## src/rtl/fifo_uart_tx.sv

```systemverilog
// fifo_uart_tx: drains an 8-bit synchronous FIFO onto a UART-style serial line.
//
// Each byte goes out as a frame:
//   - a start bit;
//   - 8 data bits, LSB first;
//   - an optional parity bit;
//   - a stop bit.
// Every bit lasts CLKS_PER_BIT clocks. Exactly one FIFO read is issued per frame.
// fifo_empty is only looked at while idle.
//
// Optional feature: define UART_TX_PARITY_EN to insert a parity bit between the data
// bits and the stop bit. Parity is even when PARITY_ODD == 0 and odd otherwise. When
// the macro is not defined, the frame is 10 bits and PARITY_ODD is ignored.
//
// Parameters:
//   CLKS_PER_BIT  clk cycles per serial bit (>= 2)
//   PARITY_ODD    0 = even parity, 1 = odd parity (macro builds only)
// Ports:
//   clk         system clock, rising edge
//   reset       asynchronous, active-high reset
//   fifo_empty  FIFO empty flag
//   fifo_data   FIFO read data, valid the cycle after fifo_rd_en
//   fifo_rd_en  one-cycle read strobe per byte
//   tx          serial line, idles high
//   busy        high from the fetch cycle through the last stop-bit cycle
//   tx_done     one-cycle pulse in the last cycle of the stop bit

module fifo_uart_tx #(
    parameter int unsigned CLKS_PER_BIT = 16,
    parameter int unsigned PARITY_ODD   = 0
) (
    input  logic       clk,
    input  logic       reset,
    input  logic       fifo_empty,
    input  logic [7:0] fifo_data,
    output logic       fifo_rd_en,
    output logic       tx,
    output logic       busy,
    output logic       tx_done
);

    localparam int unsigned    CntW   = (CLKS_PER_BIT > 1) ? $clog2(CLKS_PER_BIT) : 1;
    localparam logic [CntW-1:0] CntMax = CntW'(CLKS_PER_BIT - 1);

`ifdef UART_TX_PARITY_EN
    localparam logic ParOdd = (PARITY_ODD != 0);
`else
    logic unused_parity_odd;
    assign unused_parity_odd = (PARITY_ODD != 0);
`endif

    typedef enum logic [2:0] {
        StIdle,
        StFetch,
        StLoad,
        StStart,
        StData,
`ifdef UART_TX_PARITY_EN
        StParity,
`endif
        StStop
    } state_e;

    state_e          state_q, state_d;
    logic [CntW-1:0] cnt_q, cnt_d;
    logic [2:0]      bit_q, bit_d;
    logic [7:0]      shift_q, shift_d;
    logic            bit_end;
    logic            tx_d;

    always_comb begin
        state_d = state_q;
        cnt_d   = cnt_q;
        bit_d   = bit_q;
        shift_d = shift_q;
        bit_end = (cnt_q == CntMax);
        tx_d    = 1'b1;

        case (state_q)
            StIdle: begin
                if (!fifo_empty) begin
                    state_d = StFetch;
                end
            end
            StFetch: begin
                state_d = StLoad;
            end
            StLoad: begin
                shift_d = fifo_data;
                cnt_d   = '0;
                bit_d   = '0;
                state_d = StStart;
            end
            StStart: begin
                if (bit_end) begin
                    cnt_d   = '0;
                    state_d = StData;
                end else begin
                    cnt_d = cnt_q + 1'b1;
                end
            end
            StData: begin
                if (bit_end) begin
                    cnt_d = '0;
                    // Rotate rather than shift: after 8 rotations the byte is intact,
                    // so its parity can still be taken from the register.
                    shift_d = {shift_q[0], shift_q[7:1]};
                    if (bit_q == 3'd7) begin
`ifdef UART_TX_PARITY_EN
                        state_d = StParity;
`else
                        state_d = StStop;
`endif
                    end else begin
                        bit_d = bit_q + 3'd1;
                    end
                end else begin
                    cnt_d = cnt_q + 1'b1;
                end
            end
`ifdef UART_TX_PARITY_EN
            StParity: begin
                if (bit_end) begin
                    cnt_d   = '0;
                    state_d = StStop;
                end else begin
                    cnt_d = cnt_q + 1'b1;
                end
            end
`endif
            StStop: begin
                if (bit_end) begin
                    cnt_d   = '0;
                    state_d = StIdle;
                end else begin
                    cnt_d = cnt_q + 1'b1;
                end
            end
            default: begin
                state_d = StIdle;
                cnt_d   = '0;
            end
        endcase

        // Outputs are registered, so they are decoded from the next state.
        case (state_d)
            StStart: tx_d = 1'b0;
            StData:  tx_d = shift_d[0];
`ifdef UART_TX_PARITY_EN
            StParity: tx_d = (^shift_d) ^ ParOdd;
`endif
            default: tx_d = 1'b1;
        endcase
    end

    always_ff @(posedge clk or posedge reset) begin
        if (reset) begin
            state_q    <= StIdle;
            cnt_q      <= '0;
            bit_q      <= '0;
            shift_q    <= '0;
            tx         <= 1'b1;
            fifo_rd_en <= 1'b0;
            busy       <= 1'b0;
            tx_done    <= 1'b0;
        end else begin
            state_q    <= state_d;
            cnt_q      <= cnt_d;
            bit_q      <= bit_d;
            shift_q    <= shift_d;
            tx         <= tx_d;
            fifo_rd_en <= (state_d == StFetch);
            busy       <= (state_d != StIdle);
            tx_done    <= (state_d == StStop) && (cnt_d == CntMax);
        end
    end

endmodule

```

## config.mk

```make
export PLATFORM = sky130hd
export DESIGN_NAME = fifo_uart_tx
export DESIGN_NICKNAME = d
export VERILOG_FILES = /design/src/rtl/fifo_uart_tx.sv
export SDC_FILE = /design/constraint.sdc
export NUM_CORES = 1
export LEC_CHECK = 0
export CAP_MARGIN = 20
export CORE_UTILIZATION = 30
export DETAILED_ROUTE_END_ITERATION = 10
export DONT_BUFFER_PORTS = 1
export PLACE_DENSITY_LB_ADDON = 0.15
export REMOVE_ABC_BUFFERS = 1
export SLEW_MARGIN = 20
export SYNTH_ARGS = -nofsm -noshare
export SYNTH_HDL_FRONTEND = slang
export SYNTH_SLANG_ARGS = --single-unit
```

## constraint.sdc

```tcl
create_clock -name clk -period 4.4 [get_ports clk]
set_input_delay 0.88 -clock clk [delete_from_list [all_inputs] [get_ports clk]]
set_output_delay 0.88 -clock clk [all_outputs]
set_load 0.01 [all_outputs]
```

Word-level counts from Yosys, hierarchy flattened
Index checks and enable logic that the tools add are counted.

storage, ports and cells
  output and inout port bits = 4
  logic and storage cells = 47
  flip-flop bits (word level) = 22
  input port bits = 11

operators by class
  equal/unequal tests = 14
  multiplexer cells = 14
  $add $sub $neg = 2
  reduce and logical (&&, ||, !) cells = 8

operator list
  operator             number
  $mux 3               7
  $pmux 3 s6           1
  $pmux 8 s2           1
  $eq 3x3->1 const B   5
  $eq 3x2->1 const B   3
  $eq 4x4->1 const B   2
  $mux 8               1
  $pmux 4 s2           1
  $eq 3x1->1 const B   2
  $pmux 3 s2           1
  $add 4x1->4 const B  1
  $mux 4               1
  $ne 2x2->1 const B   2
  $add 3x1->3 const B  1
  $logic_not 3->1      1
  $reduce_and 3->1     1
  $reduce_bool 3->1    1
  $reduce_or 3->1      1
  $pmux 1 s2           1
  $reduce_and 2->1     1
  $reduce_bool 2->1    1
  $reduce_or 2->1      1
  $logic_and 1x1->1    1

Logic depth before layout (Yosys ltp)
  depth after elaboration = 6
  gate-level depth with buffers = 6
  depth with buffers taken out = 6

Worst setup path before layout
No wires, ideal clock.

  path type = in2reg
  from = in fifo_empty
  to = reg busy
  buffers on the path = 0
  data required time = 4.269 ns
  data arrival time = 1.597 ns
  library setup time = 0.131 ns
  stages on the path = 4
  path slack = 2.672 ns
  cell sequence = nor2b_1 > o32ai_1 > or2_4 > or3_1

on the way
  word-level cells in the longest chain between the ends = 3

RTL lines
  element               RTL line  source
  start, declared       34        input logic fifo_empty,
  $mux 3                81        if (!fifo_empty) begin
  $pmux 3 s6            79        case (state_q)
  net state_d[0]        64        state_e state_q, state_d;
  $reduce_bool 3->1     173       busy <= (state_d != StIdle);
  end signal, assigned  173
  end, declared         38        output logic busy,

The timed path passes the listed nets, and every way through them passes these cells.
A chain may end at the register's enable or synchronous reset.

Final worst setup path
  from = reg state_q[1]
  to = reg bit_q[0]

on the way
  word-level cells in the longest chain between the ends = 3
  elaborated cells on any way between the ends = 7
  those cells by class = eq/ne: 4; mux: 1; reduce/logical: 2

RTL lines
  element                                                                  RTL line  source
  start, declared                                                          64
  start signal, assigned                                                   158       state_q <= StIdle;
  start signal, assigned                                                   167       state_q <= state_d;
  $eq 3x3->1 / $eq 3x2->1 (equally long branches)                          79
  $ne 2x2->1 (no source line) / $reduce_bool 2->1 (equally long branches)  n/a
  $reduce_and 3->1 (no source line)                                        n/a
  end signal, assigned                                                     169       bit_q <= bit_d;
  end, declared                                                            66        logic [2:0] bit_q, bit_d;

Parallel ways exist; a longest one is shown, timed or not.

==> results by stage <==
Status:
- The flow ran to the end, and the final reports show no timing, DRC or antenna violations.

Power:
- Summing internal, switching and leakage power gives 0.000366 W.
- For this design the static power due to leakage is 0.541 nW.
- The highest ir drop seen on vdd is 0.150 mV.
- The total power per unit cell area is 296 nW/um^2.

Placement:
- The number of port buffers is 0.
- The placer's final routability congestion estimate is 0.698.
- OpenSTA, run right after detailed placement, puts the worst setup slack at 2.37 ns.
- The half-perimeter wire length after detailed placement is 1650 um.
- The placed cell count is 152.

Setup path:
- The data arrival time of the worst path is 2.23 ns.
- The critical path start-end classification is flip-flop to flip-flop.
- The nature of the critical path startpoint is a flip-flop.
- At the worst endpoint, the required time is 4.61 ns.
- The kind of capture point of the worst setup path is a flip-flop.
- Along the worst path, the maximum fanout reaches 16.

Die:
- The cell row count is 22.
- The die covers 4110 um^2.
- The die is 64.1 um tall.
- The starting density of the core is 31.3%.
- The total area inside the core boundary comes to 3690 um^2.
- The horizontal extent of the die is 64.1 um.
- The I/O pin count is 15.

Clock tree:
- The clock slew seen by the registers of the worst setup and hold paths is 0.08 ns.
- After clock tree synthesis, the flow added hold-fix buffers numbering 0.
- The clock reaches the later pin of the worst-skew pair after 0.26 ns.
- Buffers inserted during clock tree synthesis total 3.
- The number of clock sinks is 22.
- TritonCTS built the clock tree.
- The count of cells resized by post-cts repair is 0.
- The number of H-tree branching levels is 1.
- The root buffer cell is clkbuf_8.
- The clock passes through at most 2 buffers.
- After clock tree synthesis, the setup repair step added 0 buffers.

Drt:
- The detailed-routing iteration count for the pre-antenna-repair pass is 3.
- After detailed routing, the number of remaining DRC violations is 0.
- Dividing the detail-routed via count by the number of cells gives 5.23.
- The detailed router finished its first iteration with 13 violations.
- The remaining number of nets flagged by the antenna check after routing is 0.
- The routed layout has 816 vias.
- The routed design has 2320 um of wire.
- After detailed routing, the average wire length per cell comes to 14.9 um.

STA:
- Subtracting the final worst setup slack from the clock period gives 2.02 ns.
- In the post-route analysis, the smallest setup slack over all paths is 2.38 ns.
- The setup TNS after final layout is 0 ns.
- The headroom to the max-slew limit is 44.4%.
- The number of pins with negative max-slew slack in the final report was 0.
- The number of endpoints with negative hold slack in the final report was 0.
- The worst-margin pin slew is 0.833 ns.
- Setup repair after global routing left no endpoint under its margin.
- For the final database, setup skew stands at 0.00692 ns.
- Based on the critical path, the design can be clocked at up to 494 MHz.
- The ratio of final minimum period to clock period is 46.0%.
- The final number of setup-violating endpoints is 0.

Finish:
- The most common cell after layout, fill and taps aside is dfrtp_1.
- After filler insertion, the fill cell instance count of the layout stands at 392.
- Cells fill 33.5% of the core in the end.
- The post-route netlist has 15.7% of its cells at a drive strength greater than 1.
- The finished layout holds 156 standard cells, fillers aside.
- The total number of nets in the final design is 123.
- In the layout the commonest cells are dfrtp_1, nand2_1, a22oi_1.
- The number of diodes added for antenna fixing is 0.
- Compared with the post-synthesis result, the final layout area differs by 6.82%.

Synthesis:
- The sequential share of the synthesized area is 47.7%.
- The compound-gate portion of the synthesized area is 16.8%.
- The cell count after synthesis came out at 109.
- The post-synthesis average cell area is 10.6 um^2.
- The area share of fa/ha/maj cells after synthesis is 3.25%.
- After Yosys synthesis, XOR and XNOR cells account for 0% of the synthesized area.
- The synthesized netlist occupies a cell area of 1160 um^2.
- For this run, asynchronously set or reset flops after synthesis account for 100%.
- Synthesis inferred 22 register bits.
- The basic-gate share of the synthesized area counting and, or, nand and nor cells is 23.4%.
- The synthesized design contains 0 enable-type register cells.
- The number of distinct standard cells referenced by the synthesized netlist is 43.
- The most used flip-flop cell after synthesis is dfrtp_1.
- The number of synthesis warnings is 0.
- The dominant combinational cell family by area after synthesis is simple AND/OR/NAND/NOR gates.
- The share of synthesized area spent on multiplexers is 4.44%.

GRT:
- The number of antenna violations at the first check in global routing is 0.
- The overall track demand over capacity in global routing is 12.8%.
- The first global-routing pass estimated 4040 um of wire.
- Entering global routing, the biggest net connects 23 pins.
- After global routing the overflow that remains totals 0.
- The number of global-route vias before repair was 852.

Run:
- The max-capacitance violation count is 0.

Worst hold path:
- The tightest min-delay check is of the flip-flop to flip-flop type.
worst max-delay path: stages (launching register included):
cell,delay (ns)
dfrtp_1,0.61
nor3b_2,0.66
a21oi_2,0.20
nor4_2,0.28
mux2_2,0.21
flip-flops by register name (all words and copies together), names as in the netlist:
name	cells
shift_q	8
cnt_q	4
tx	1
fifo_rd_en	1
tx_done	1
state_q	3
bit_q	3
busy	1
stage by stage:
| stage | area [um^2] | hold slack, ns |
|---|---|---|
| after floorplan | 1120 | 0.446 |
| after global routing | 1230 | 0.522 |
| final | 1230 | 0.480 |
| after detailed placement | 1180 | 0.465 |
| after CTS | 1230 | 0.486 |
| after global placement | 1180 | 0.464 |
kinds of logic after synthesis:
logic type / count (synthesis)
and+or+nand+nor: 43
AOI/OAI and AO/OA: 27
DFF: 22
buffers and inverters: 9
muxes: 5
adders and majority gates: 3
cell type report:
class / instances / area [um^2] / share of cell area [%]
clock buffers: 4 / 55.1 / 4.46
inverters: 4 / 15.0 / 1.22
multi-input cells: 78 / 553 / 44.8
flip-flops and latches: 22 / 552 / 44.7
well taps: 48 / 60.1 / 4.86
synthesized netlist by cell type (2+ instances only):
cell type	number	area [um^2]
buf_2	2	10.0
nand4b_1	2	17.5
nand2_1	19	71.3
buf_4	2	15.0
a21oi_2	2	17.5
a21oi_1	3	15.0
inv_1	4	15.0
ha_1	3	37.5
or2b_2	2	17.5
a22oi_1	7	52.6
nor3b_2	2	25.0
a22o_1	3	26.3
nor2_1	2	7.51
nand3b_1	2	15.0
dfrtp_1	21	526
mux2i_1	4	40.0
o21ai_0	3	15.0
report_power, final:
| group | switching [W] | internal, W | total (W) |
|---|---|---|---|
| clock | 0.0000674 | 0.0000798 | 0.000147 |
| sequential | 0.00000254 | 0.000207 | 0.000209 |
| combinational | 0.00000650 | 0.00000312 | 0.00000963 |
routing by layer:
layer	global-route usage, %	part of all wire [%]
met1	16.8	47
met2	20.3	48
met3	3.21	3.7
met4	4.26	0.60
met5	0	0
worst paths after layout:
| path | from | to | slack (ns) | depth (start not counted) |
|---|---|---|---|---|
| min in group asynchronous | reset | shift_q[2]$_DFFE_PP0P_ | 0.66 | 1 |
| worst min register to register | shift_q[5]$_DFFE_PP0P_ | shift_q[5]$_DFFE_PP0P_ | 0.48 | 2 |
| worst max-delay path | state_q[1]$_DFF_PP0_ | bit_q[0]$_DFFE_PP0P_ | 2.38 | 4 |
| max in group asynchronous | reset | state_q[2]$_DFF_PP0_ | 3.22 | 1 |
| worst min-delay path | shift_q[5]$_DFFE_PP0P_ | shift_q[5]$_DFFE_PP0P_ | 0.48 | 2 |
| worst max register to register | state_q[1]$_DFF_PP0_ | bit_q[0]$_DFFE_PP0P_ | 2.38 | 4 |
(Power assumes the default switching activity.)
